[src/rtl/kmap_lut_engine_if.sv]
// Handshake and data bundle for kmap_lut_engine: serial table load, live lookup,
// and truth-table sweep. Signal suffixes are from the engine's point of view.
interface kmap_lut_engine_if #(
  parameter int N_IN = 4
);
  logic            load_start_i;
  logic            cfg_valid_i;
  logic            cfg_ready_o;
  logic            cfg_bit_i;
  logic [N_IN-1:0] in_vec_i;
  logic            out_o;
  logic            sweep_start_i;
  logic            sweep_valid_o;
  logic [N_IN-1:0] sweep_idx_o;
  logic            sweep_out_o;
  logic            sweep_done_o;
  logic [N_IN:0]   ones_count_o;
  logic            busy_o;

  modport slave (
    input  load_start_i, cfg_valid_i, cfg_bit_i, in_vec_i, sweep_start_i,
    output cfg_ready_o, out_o, sweep_valid_o, sweep_idx_o, sweep_out_o,
           sweep_done_o, ones_count_o, busy_o
  );

  modport master (
    output load_start_i, cfg_valid_i, cfg_bit_i, in_vec_i, sweep_start_i,
    input  cfg_ready_o, out_o, sweep_valid_o, sweep_idx_o, sweep_out_o,
           sweep_done_o, ones_count_o, busy_o
  );
endinterface

[src/rtl/kmap_lut_engine.sv]
// Programmable N_IN-input Boolean function held in a serially loaded truth table,
// with a registered lookup and a built-in sweep that counts the 1 minterms.
module kmap_lut_engine #(
  parameter int N_IN = 4
) (
  input  logic                clk,
  input  logic                rst,
  kmap_lut_engine_if.slave    bus
);
  localparam int              DEPTH    = 2 ** N_IN;
  localparam logic [N_IN-1:0] LAST_IDX = {N_IN{1'b1}};
  localparam logic [N_IN-1:0] IDX_ONE  = 1;

  typedef enum logic [1:0] {S_IDLE, S_LOAD, S_SWEEP, S_DONE} state_e;

  state_e          state_q, state_d;
  logic [DEPTH-1:0] table_q;
  logic [N_IN-1:0] load_ptr_q;
  logic [N_IN-1:0] idx_q;
  logic [N_IN:0]   acc_q;
  logic [N_IN:0]   ones_count_q;
  logic            out_q;

  logic            cfg_ready;
  logic            sweep_valid;
  logic            sweep_out;
  logic [N_IN-1:0] sweep_idx;
  logic            sweep_done;
  logic            busy;

  // NOTE: sequential state uses non-blocking (<=) so every register samples pre-edge values.
  always_ff @(posedge clk) begin
    if (rst) state_q <= S_IDLE;
    else     state_q <= state_d;
  end

  // NOTE: state_d defaults to state_q before the case so no path leaves it unassigned (no latch).
  always_comb begin
    state_d = state_q;
    case (state_q)
      S_IDLE: begin
        if (bus.load_start_i)       state_d = S_LOAD;
        else if (bus.sweep_start_i) state_d = S_SWEEP;
      end
      S_LOAD:  if (bus.cfg_valid_i && load_ptr_q == LAST_IDX) state_d = S_IDLE;
      S_SWEEP: if (idx_q == LAST_IDX) state_d = S_DONE;
      S_DONE:  state_d = S_IDLE;
      default: state_d = S_IDLE;
    endcase
  end

  always_comb begin
    cfg_ready   = (state_q == S_LOAD);
    sweep_valid = (state_q == S_SWEEP);
    sweep_done  = (state_q == S_DONE);
    busy        = (state_q == S_LOAD) || (state_q == S_SWEEP);
    sweep_idx   = sweep_valid ? idx_q : '0;
    sweep_out   = sweep_valid & table_q[idx_q];
  end

  // NOTE: the truth table is flops, not RAM, so it is cleared by reset like any other state.
  always_ff @(posedge clk) begin
    if (rst) begin
      table_q      <= '0;
      load_ptr_q   <= '0;
      idx_q        <= '0;
      acc_q        <= '0;
      ones_count_q <= '0;
      out_q        <= 1'b0;
    end else begin
      out_q <= table_q[bus.in_vec_i];
      case (state_q)
        // Pointers and accumulator are parked at zero so every LOAD/SWEEP starts clean.
        S_IDLE: begin
          load_ptr_q <= '0;
          idx_q      <= '0;
          acc_q      <= '0;
        end
        S_LOAD: begin
          if (bus.cfg_valid_i) begin
            table_q[load_ptr_q] <= bus.cfg_bit_i;
            load_ptr_q          <= load_ptr_q + IDX_ONE;
          end
        end
        S_SWEEP: begin
          acc_q <= acc_q + {{N_IN{1'b0}}, sweep_out};
          idx_q <= idx_q + IDX_ONE;
        end
        S_DONE:  ones_count_q <= acc_q;
        default: ;
      endcase
    end
  end

  assign bus.cfg_ready_o   = cfg_ready;
  assign bus.out_o         = out_q;
  assign bus.sweep_valid_o = sweep_valid;
  assign bus.sweep_idx_o   = sweep_idx;
  assign bus.sweep_out_o   = sweep_out;
  assign bus.sweep_done_o  = sweep_done;
  assign bus.ones_count_o  = ones_count_q;
  assign bus.busy_o        = busy;
endmodule

[src/flat_wrapper.sv]
// flat-port wrapper written by rule: the top's interface ports become plain ports
module kmap_lut_engine_flat 
#(
  parameter int N_IN = 4
)
  (clk, rst, bus_load_start_i, bus_cfg_valid_i, bus_cfg_bit_i, bus_in_vec_i, bus_sweep_start_i, bus_cfg_ready_o, bus_out_o, bus_sweep_valid_o, bus_sweep_idx_o, bus_sweep_out_o, bus_sweep_done_o, bus_ones_count_o, bus_busy_o);
  kmap_lut_engine_if #(.N_IN(N_IN)) bus_i ();
  input  logic clk;
  input  logic rst;
  input wire logic [$bits(bus_i.load_start_i)-1:0] bus_load_start_i;
  input wire logic [$bits(bus_i.cfg_valid_i)-1:0] bus_cfg_valid_i;
  input wire logic [$bits(bus_i.cfg_bit_i)-1:0] bus_cfg_bit_i;
  input wire logic [$bits(bus_i.in_vec_i)-1:0] bus_in_vec_i;
  input wire logic [$bits(bus_i.sweep_start_i)-1:0] bus_sweep_start_i;
  output wire logic [$bits(bus_i.cfg_ready_o)-1:0] bus_cfg_ready_o;
  output wire logic [$bits(bus_i.out_o)-1:0] bus_out_o;
  output wire logic [$bits(bus_i.sweep_valid_o)-1:0] bus_sweep_valid_o;
  output wire logic [$bits(bus_i.sweep_idx_o)-1:0] bus_sweep_idx_o;
  output wire logic [$bits(bus_i.sweep_out_o)-1:0] bus_sweep_out_o;
  output wire logic [$bits(bus_i.sweep_done_o)-1:0] bus_sweep_done_o;
  output wire logic [$bits(bus_i.ones_count_o)-1:0] bus_ones_count_o;
  output wire logic [$bits(bus_i.busy_o)-1:0] bus_busy_o;
  assign bus_i.load_start_i = bus_load_start_i;
  assign bus_i.cfg_valid_i = bus_cfg_valid_i;
  assign bus_i.cfg_bit_i = bus_cfg_bit_i;
  assign bus_i.in_vec_i = bus_in_vec_i;
  assign bus_i.sweep_start_i = bus_sweep_start_i;
  assign bus_cfg_ready_o = bus_i.cfg_ready_o;
  assign bus_out_o = bus_i.out_o;
  assign bus_sweep_valid_o = bus_i.sweep_valid_o;
  assign bus_sweep_idx_o = bus_i.sweep_idx_o;
  assign bus_sweep_out_o = bus_i.sweep_out_o;
  assign bus_sweep_done_o = bus_i.sweep_done_o;
  assign bus_ones_count_o = bus_i.ones_count_o;
  assign bus_busy_o = bus_i.busy_o;
  kmap_lut_engine #(.N_IN(N_IN)) u_core (.clk(clk), .rst(rst), .bus(bus_i));
endmodule
[config.mk]
export PLATFORM = sky130hd
export DESIGN_NAME = kmap_lut_engine_flat
export DESIGN_NICKNAME = d
export VERILOG_FILES = /design/src/rtl/kmap_lut_engine_if.sv /design/src/rtl/kmap_lut_engine.sv /design/src/flat_wrapper.sv
export SDC_FILE = /design/constraint.sdc
export NUM_CORES = 1
export LEC_CHECK = 0
export CAP_MARGIN = 15
export CORE_MARGIN = 2
export CORE_UTILIZATION = 24
export CTS_CLUSTER_DIAMETER = 60
export DETAILED_ROUTE_END_ITERATION = 12
export PLACE_DENSITY = 0.48
export SLEW_MARGIN = 20
export SYNTH_ARGS = -nofsm -noshare
export SYNTH_HDL_FRONTEND = slang
export SYNTH_SLANG_ARGS = --single-unit
[constraint.sdc]
create_clock -name clk -period 3.2 [get_ports clk]
set_clock_uncertainty 0.1 [all_clocks]
set_input_delay 0.48 -clock clk [delete_from_list [all_inputs] [get_ports clk]]
set_output_delay 0.48 -clock clk [all_outputs]
set_load 0.1 [all_outputs]
# ---- Word level (Yosys, flattened, before mapping)
# Index checks and enable logic that the tools add are counted.
dict set report totals {
  elab_cells 50
  inputBits 10
  out_inout_bits 15
  regBits 37
}
dict set report op_classes {
  n_bitwise 1
  eq_ne 9
  mux 17
  magnitude_cmp 4
  n_reduce_logical 9
  addsub 3
}
# op count
set ops {}
lappend ops {{$bwmux 16} 1}
lappend ops {{$pmux 4 s2} 2}
lappend ops {{$lt 4x5->1 const B} 3}
lappend ops {{$pmux 5 s2} 1}
lappend ops {{$add 4x1->4 const B} 2}
lappend ops {{$bmux 1 s4} 2}
lappend ops {{$eq 4x4->1 const B} 2}
lappend ops {{$mux 2} 4}
lappend ops {{$mux 4} 2}
lappend ops {{$pmux 2 s4} 1}
lappend ops {{$add 5x1->5} 1}
lappend ops {{$demux 1 s4} 1}
lappend ops {{$eq 2x2->1 const B} 2}
lappend ops {{$ge 4x1->1 const B} 1}
lappend ops {{$ne 2x1->1 const B} 2}
lappend ops {{$reduce_and 2->1} 2}
lappend ops {{$reduce_bool 2->1} 2}
lappend ops {{$mux 1} 3}
lappend ops {{$ne 3x3->1 const B} 1}
lappend ops {{$reduce_and 3->1} 1}
lappend ops {{$eq 2x1->1 const B} 1}
lappend ops {{$logic_and 1x1->1} 2}
lappend ops {{$logic_not 2->1} 1}
lappend ops {{$ne 2x2->1 const B} 1}
lappend ops {{other kinds (2)} 2}

# ---- Depth between registers and ports, before layout
# Gate-level depths: netlist of run 1.
dict set report logic_depth {
  depth_word 5
  mapped_depth 12
  ltp_nobuf 10
}

# ---- Worst setup path before layout of run 1
# OpenSTA, ideal clock, no wires.
dict set report synth_timing {
  path_type {register to register}
  from {register u_core.state_q[0]}
  to {register u_core.acc_q[4]}
  setup_slack_ns -1.406
  period_less_slack_ns 4.606
  arrival_time_ns 4.415
  path_buffers 2
  required_ns 3.009
  stages_incl_launch_ff 12
  setup_ns 0.091
  cell_sequence {dfxtp_1 -> inv_1 -> ha_1 -> clkbuf_1 -> clkbuf_1 -> and2_1 -> o21ai_0 -> nand3_1 -> ha_1 -> ha_1 -> a41oi_1 -> a311oi_1}
}
dict set report synth_between {
  elab_chain_len 4
  word_cells_on_any_way 6
  classes_between {add/sub (1); eq/ne (1); mux (1); bitwise (1); reduce/logical (2)}
}
# element line
set synth_rtl {}
lappend synth_rtl {{start, declared} kmap_lut_engine.sv:16} ;# state_e state_q, state_d;
lappend synth_rtl {{start signal, assigned} kmap_lut_engine.sv:34} ;# else state_q <= state_d;
lappend synth_rtl {{$eq 2x2->1} kmap_lut_engine.sv:54} ;# sweep_valid = (state_q == S_SWEEP);
lappend synth_rtl {{via bus_sweep_valid_o} flat_wrapper.sv:17} ;# output wire logic [$bits(bus_i.sweep_valid_o)-1:0] bus_sweep_valid_o;
lappend synth_rtl {{$and 1x1->1} kmap_lut_engine.sv:58} ;# sweep_out = sweep_valid & table_q[idx_q];
lappend synth_rtl {{via bus_sweep_out_o} flat_wrapper.sv:19} ;# output wire logic [$bits(bus_i.sweep_out_o)-1:0] bus_sweep_out_o;
lappend synth_rtl {{$add 5x1->5} kmap_lut_engine.sv:86} ;# acc_q <= acc_q + {{N_IN{1'b0}}, sweep_out};
lappend synth_rtl {{$pmux 5 s2} kmap_lut_engine.sv:72} ;# case (state_q)
lappend synth_rtl {{end signal, assigned} kmap_lut_engine.sv:86}
lappend synth_rtl {{end, declared} kmap_lut_engine.sv:20} ;# logic [N_IN:0] acc_q;
# The timed path passes the listed nets, and every way through them passes these cells.
# A chain may end at the register's enable or synchronous reset.

# ---- Worst setup path in the final report of run 1
dict set report layout_timing {
  from {register u_core.idx_q[0]}
  to {output port bus_sweep_out_o}
}
dict set report layout_between {
  elab_chain_len 3
}
# element line
set layout_rtl {}
lappend layout_rtl {{start, declared} kmap_lut_engine.sv:19} ;# logic [N_IN-1:0] idx_q;
lappend layout_rtl {{start signal, assigned} kmap_lut_engine.sv:87} ;# idx_q <= idx_q + IDX_ONE;
lappend layout_rtl {{$bmux 1 s4} kmap_lut_engine.sv:58}
lappend layout_rtl {{$mux 1 (not written as such)} kmap_lut_engine.sv:58}
lappend layout_rtl {{$and 1x1->1} kmap_lut_engine.sv:58}
lappend layout_rtl {{end, declared} flat_wrapper.sv:19}
# Every way passes these cells. The select of a mux whose other input is x is not followed.

==> results of run 1 <==
==> per-layer routing <==
layer / part of all wire (%) / up-vias
met4: 1.7 / 0
met3: 3.8 / 6
met2: 45 / 25
met1: 50 / 798
li1: - / 851
met5: 0 / -
==> power by group <==
part           switching [mW]  internal [mW]  leakage (nW)
clock                   0.173          0.151        0.0450
sequential             0.0382          0.481         0.299
combinational           0.392          0.167         0.499
total                   0.603          0.799         0.843
==> per-stage QoR <==
step / hold WS (ns) / total power, mW / util, % / std cells
after floorplan: 0.350 / 0.991 / - / 229
after CTS: 0.393 / 1.43 / 29.3 / 352
final: 0.396 / 1.40 / 29.3 / 352
after global placement: 0.375 / 1.09 / 28.3 / 344
after detailed placement: 0.379 / 1.10 / 28.3 / 344
after global routing: 0.406 / 1.49 / 29.3 / 352
==> synth_stat cells <==
master,n,share of area [%]
mux4_2,3,3.4
a32oi_1,1,0.44
a311oi_1,3,1.3
buf_2,2,0.50
nand2_1,18,3.4
a222oi_1,1,0.50
and2_1,5,1.6
and4_1,1,0.44
nor2b_4,1,0.69
xor2_1,1,0.44
nand2b_1,4,1.2
mux4_1,4,5.2
nand4_1,1,0.31
nor3_1,7,1.7
dfxtp_1,37,37
mux2i_1,15,7.5
nand3_1,10,2.5
a41oi_1,2,0.87
nor3b_1,4,1.5
a211oi_1,1,0.37
nor2_1,30,5.6
or2_2,1,0.31
nor2b_1,5,1.6
clkbuf_1,13,2.4
a21oi_1,21,5.2
o21ai_0,16,4.0
a221oi_1,3,1.3
ha_1,11,6.9
inv_1,6,1.1
nand3b_1,2,0.75
==> cells by family after synthesis <==
family | after synthesis | synth area share [%]
adder cells (fa/ha/maj) | 11 | 6.86
buffers and inverters | 21 | 4.05
AND/OR/NAND/NOR | 89 | 21.6
flip-flops | 37 | 36.9
multiplexers | 22 | 16.1
XOR/XNOR | 1 | 0.437
AO/OA/AOI/OAI | 48 | 14.0
==> final timing paths <==
| path | endpoint | startpoint | slack [ns] | cells past startpoint |
|---|---|---|---|---|
| worst max-delay path | bus_sweep_out_o | u_core.idx_q[0] | 0.58 | 5 |
| worst min-delay path | u_core.acc_q[4] | u_core.acc_q[4] | 0.40 | 1 |
| worst max register to register | u_core.acc_q[4] | u_core.idx_q[0] | 0.68 | 8 |
| worst min register to register | u_core.acc_q[4] | u_core.acc_q[4] | 0.40 | 1 |
==> cells in the final DEF, fill, tap and decap left out <==
| cell | instances |
|---|---|
| a211oi_1 | 1 |
| a21oi_1 | 21 |
| a221oi_1 | 3 |
| a222oi_1 | 1 |
| a311oi_1 | 3 |
| a32oi_1 | 1 |
| a41oi_1 | 2 |
| and2_1 | 4 |
| and2_4 | 1 |
| and4_1 | 1 |
| buf_4 | 16 |
| clkbuf_1 | 1 |
| clkbuf_8 | 5 |
| clkdlybuf4s50_1 | 9 |
| clkinv_2 | 2 |
| dfxtp_1 | 37 |
| ha_1 | 10 |
| ha_4 | 1 |
| inv_1 | 6 |
| mux2i_1 | 15 |
| mux4_1 | 4 |
| mux4_2 | 3 |
| nand2_1 | 18 |
| nand2b_1 | 4 |
| nand3_1 | 9 |
| nand3_4 | 1 |
| nand3b_1 | 2 |
| nand4_1 | 1 |
| nor2_1 | 30 |
| nor2b_1 | 5 |
| nor2b_4 | 1 |
| nor3_1 | 7 |
| nor3b_1 | 4 |
| o21ai_0 | 16 |
| or2_2 | 1 |
| xor2_1 | 1 |
==> state kept, by name, summed over array words and instances, names as in the netlist <==
signal	flops
u_core.load_ptr_q	4
u_core.acc_q	5
u_core.idx_q	4
u_core.table_q	16
u_core.state_q	2
u_core.bus.out_o	1
u_core.bus.ones_count_o	5
==> area by class of cell <==
type / instances / area, sq um / share of cell area (%)
multi-input cells: 171 / 1210 / 50.5
inverters: 6 / 22.5 / 0.939
flip-flops and latches: 37 / 741 / 30.9
clock buffers: 6 / 72.6 / 3.03
clock inverters: 2 / 10.0 / 0.417
repair buffers: 25 / 210 / 8.76
well taps: 105 / 131 / 5.48
==> impl_metrics.yaml, run 1 <==
synthesis:
  syn_area_per_cell_sq_um: 8.76
  synth_seq_cells: 37
  syn_nets: 250
  synth_warnings: 0
  ys_seq_area_share_pct: 36.9
  synth.distinct_cells: 30
  syn-cell-area_sq_um: 2010
  syn_inst: 229
global_routing:
  grt_pass1_vias: 1560
  grt_start_max_net_pins: 38
  antenna_found_initial: 0
  busiest_layer: "met2"
  grt_overflow_total: 0
  use_met2_pct: 17.0
  grtUsageMet3_pct: 2.69
  grt_pass1_wl_mm: 7.95
  grt_use_met1_pct: 15.7
  track_usage_pct: 11.4
clocking:
  clk_latency_ns: 0.29
  cts_made_buffers: 5
  clock-root-buffer: "clkbuf_8"
  htree_num_levels: 2
  post_cts_resized: 0
  cts_tree: "built"
  clock_path_buffers: 2
  postCtsHoldBufs: 0
  cts.sink_count: 37
  cts_setup_buffers: 0
  clkSlewWorstSetupHoldPaths_ns: 0.08
sta:
  timing.setup.tns_ns: 0
  rsz0062_at_grt: "no"
  setup_ws_ns: 0.578
  min_period_over_period_pct: 81.9
  min_period_ns: 2.62
  worst_slew_pin_slew_ns: 0.599
  fmax_ghz: 0.381
  hold_violations: 0
  finalMaxSlewViolations: 0
  setup_viol: 0
  slew_headroom_pct: 60.0
final_layout:
  fin_nets: 267
  layout-drive-gt1-share_pct: 12.6
  antenna_cells: 0
  area_growth_pct: 19.6
  final_area_sq_um: 2400
  fillers: 883
place:
  dpl_cell_area_sq_um: 2320
  io_buffers: 24
  pre_cts_slack_ns: 0.718
  place_congestion: 0.787
  dp_hpwl_mm: 3.35
detailed_routing:
  wl_per_cell_um: 13.7
  vias: 1680
  wl_mm: 4.84
  antenna_left: 0
  viasPerCell: 4.77
  drt_first_pass_iters: 4
  route.detailed.drc: 0
  drt_iter0_drc: 131
power:
  p_leak_nw: 0.843
  power.density_cell_area_nw_per_um2: 584
  peakVddDrop_v: 0.000280
setup_path:
  worst_setup_path_start_kind: "register"
  path_class: "reg2out"
  arrival_ns: 2.04
  cp-end-kind: "output pin"
  required_ns: 2.62
  crit_buf_inv: 1
  path_max_fanout: 10
  crit_family: "flip-flops"
  critPathSlowestCell: "dfxtp_1"
  slowest_delay_ns: 0.63
  cp_cell_sequence: "mux2i_1 -> a221oi_1 -> nand3_1 -> nand3_4 -> buf_4"
die:
  die_area_sq_um: 9100
  die_w_um: 95.4
  rows: 33
  core-area_sq_um: 8180
  start_util_pct: 24.5
  io_pins: 25
  die_y_um: 95.4
status:
  status: "finished, final reports clean"
run:
  drv_cap: 0
min_path:
  hold_class: "reg2reg"
Power figures use the tool's default switching activity.
==> run 2: changes to the inputs <==
- PLACE_DENSITY: 0.48 -> 0.49
- clock period: 3.2 -> 2.3 ns (I/O delays scaled with it)
==> impl_metrics.yaml, run 2 (synthesized netlist as in run 1, its figures left out) <==
status:
  status: "finished, final reports clean"
setup_path:
  path_class: "reg2out"
  rr_startpoint: "u_core.idx_q[0]"
  crit_cells: 5
  crit_buf_inv: 1
  required_ns: 1.86
  path_max_fanout: 7
  worst_setup_path_start_kind: "register"
  critPathSlowestCell: "dfxtp_1"
  cp-end-kind: "output pin"
  cp_cell_sequence: "and2_1 -> a221oi_2 -> nand3_1 -> nand3_4 -> buf_12"
  reg2reg_slack_ns: 0.14
  arrival_ns: 1.76
  crit_family: "simple AND/OR/NAND/NOR gates"
  r2r-end: "u_core.acc_q[4]"
  rr_worst_depth: 8
  slowest_delay_ns: 0.39
detailed_routing:
  route.detailed.drc: 0
  wl_mm: 4.98
  drt_first_pass_iters: 6
  wl_per_cell_um: 13.8
  vias: 1709
  drt_iter0_drc: 104
  antenna_left: 0
  viasPerCell: 4.75
final_layout:
  fillers: 871
  antenna_cells: 0
  final_common_cell: "dfxtp_1"
  regMostFlops: "u_core.table_q"
  fin_nets: 275
  ff_latch_area_sq_um: 744
  multi_input_area_sq_um: 1260
  layout-drive-gt1-share_pct: 20.8
  mostFrequentLayoutCells: "dfxtp_1, nor2_1, a21oi_1"
  final_area_sq_um: 2630
  largest_register_ffs: 16
  area_growth_pct: 31.1
  fin_cells: 360
  final_core_util_pct: 32.2
min_path:
  hold_class: "reg2reg"
  hp-start: "u_core.bus.ones_count_o[1]"
  holdPathEnd: "u_core.bus.ones_count_o[1]"
  hold_depth: 2
global_routing:
  grt_start_max_net_pins: 38
  antenna_found_initial: 0
  grt_overflow_total: 0
  grt_pass1_wl_mm: 8.08
  grt_pass1_vias: 1607
  track_usage_pct: 11.5
sta:
  hold_violations: 0
  timing.setup.tns_ns: 0
  min_period_over_period_pct: 95.7
  slew_headroom_pct: 60.4
  finalMaxSlewViolations: 0
  hold_ws_ns: 0.396
  worst_slew_pin_slew_ns: 0.593
  setup_viol: 0
  fmax_ghz: 0.454
  min_period_ns: 2.20
  setup_ws_ns: 0.0986
clocking:
  cts_made_buffers: 5
  clk_latency_ns: 0.29
  cts.sink_count: 37
  cts_tree: "built"
  clock_path_buffers: 2
  postCtsHoldBufs: 0
  clkSlewWorstSetupHoldPaths_ns: 0.08
  clock-root-buffer: "clkbuf_8"
  htree_num_levels: 2
power:
  peakVddDrop_v: 0.000894
  power.density_cell_area_nw_per_um2: 802
  p_leak_nw: 0.912
  total_power_mw: 2.11
place:
  pre_cts_slack_ns: -0.0644
  place_congestion: 0.790
  dp_hpwl_mm: 3.58
  dpl_cell_area_sq_um: 2530
  placed_cells: 352
  io_buffers: 24
die:
  start_util_pct: 24.5
  core-area_sq_um: 8180
  rows: 33
  die_y_um: 95.4
  die_w_um: 95.4
  io_pins: 25
  die_area_sq_um: 9100
run:
  drv_cap: 0
==> run 2: tightest hold or removal path: stages, from the launching register on <==
cell and delay (ns):
dfxtp_1 0.33, mux2i_1 0.06, nor2_1 0.07
==> run 2: how the worst max path moves through the flow <==
stage	start	to	slack (ns)
2_1_floorplan	u_core.state_q[0]	u_core.acc_q[4]	-0.33
3_3_place_gp	bus_in_vec_i[0]	u_core.bus.out_o	-0.0008
3_5_place_dp	bus_in_vec_i[0]	u_core.bus.out_o	-0.06
4_1_cts	u_core.idx_q[1]	bus_sweep_out_o	0.04
5_1_grt	u_core.idx_q[1]	bus_sweep_out_o	-0.001
6_report	u_core.idx_q[1]	bus_sweep_out_o	0.1
==> run 2: repair_timing <==
item / 4_1_cts / 5_1_grt
setup buffers: 0 / 0
endpoints found under the setup margin: 1 / 1
resized for setup: 1 / 2
==> run 2: layout make-up <==
| class | count | area share, % |
|---|---|---|
| clock inverters | 3 | 0.666 |
| inverters | 6 | 0.856 |
| repair buffers | 33 | 14.6 |
| clock buffers | 5 | 2.62 |
| well taps | 105 | 5.00 |
| flip-flops and latches | 37 | 28.3 |
| multi-input cells | 171 | 48.0 |
==> run 2: power by group <==
part / switching, mW / internal, mW
clock: 0.250 / 0.209
combinational: 0.581 / 0.348
sequential: 0.0475 / 0.674
total: 0.879 / 1.23
==> run 2: routing by layer <==
metal | global-route usage [%] | part of all wire [%]
met1 | 16.4 | 51
met3 | 2.45 | 3.7
met4 | 3.57 | 1.3
met2 | 17.3 | 44
met5 | 0 | 0
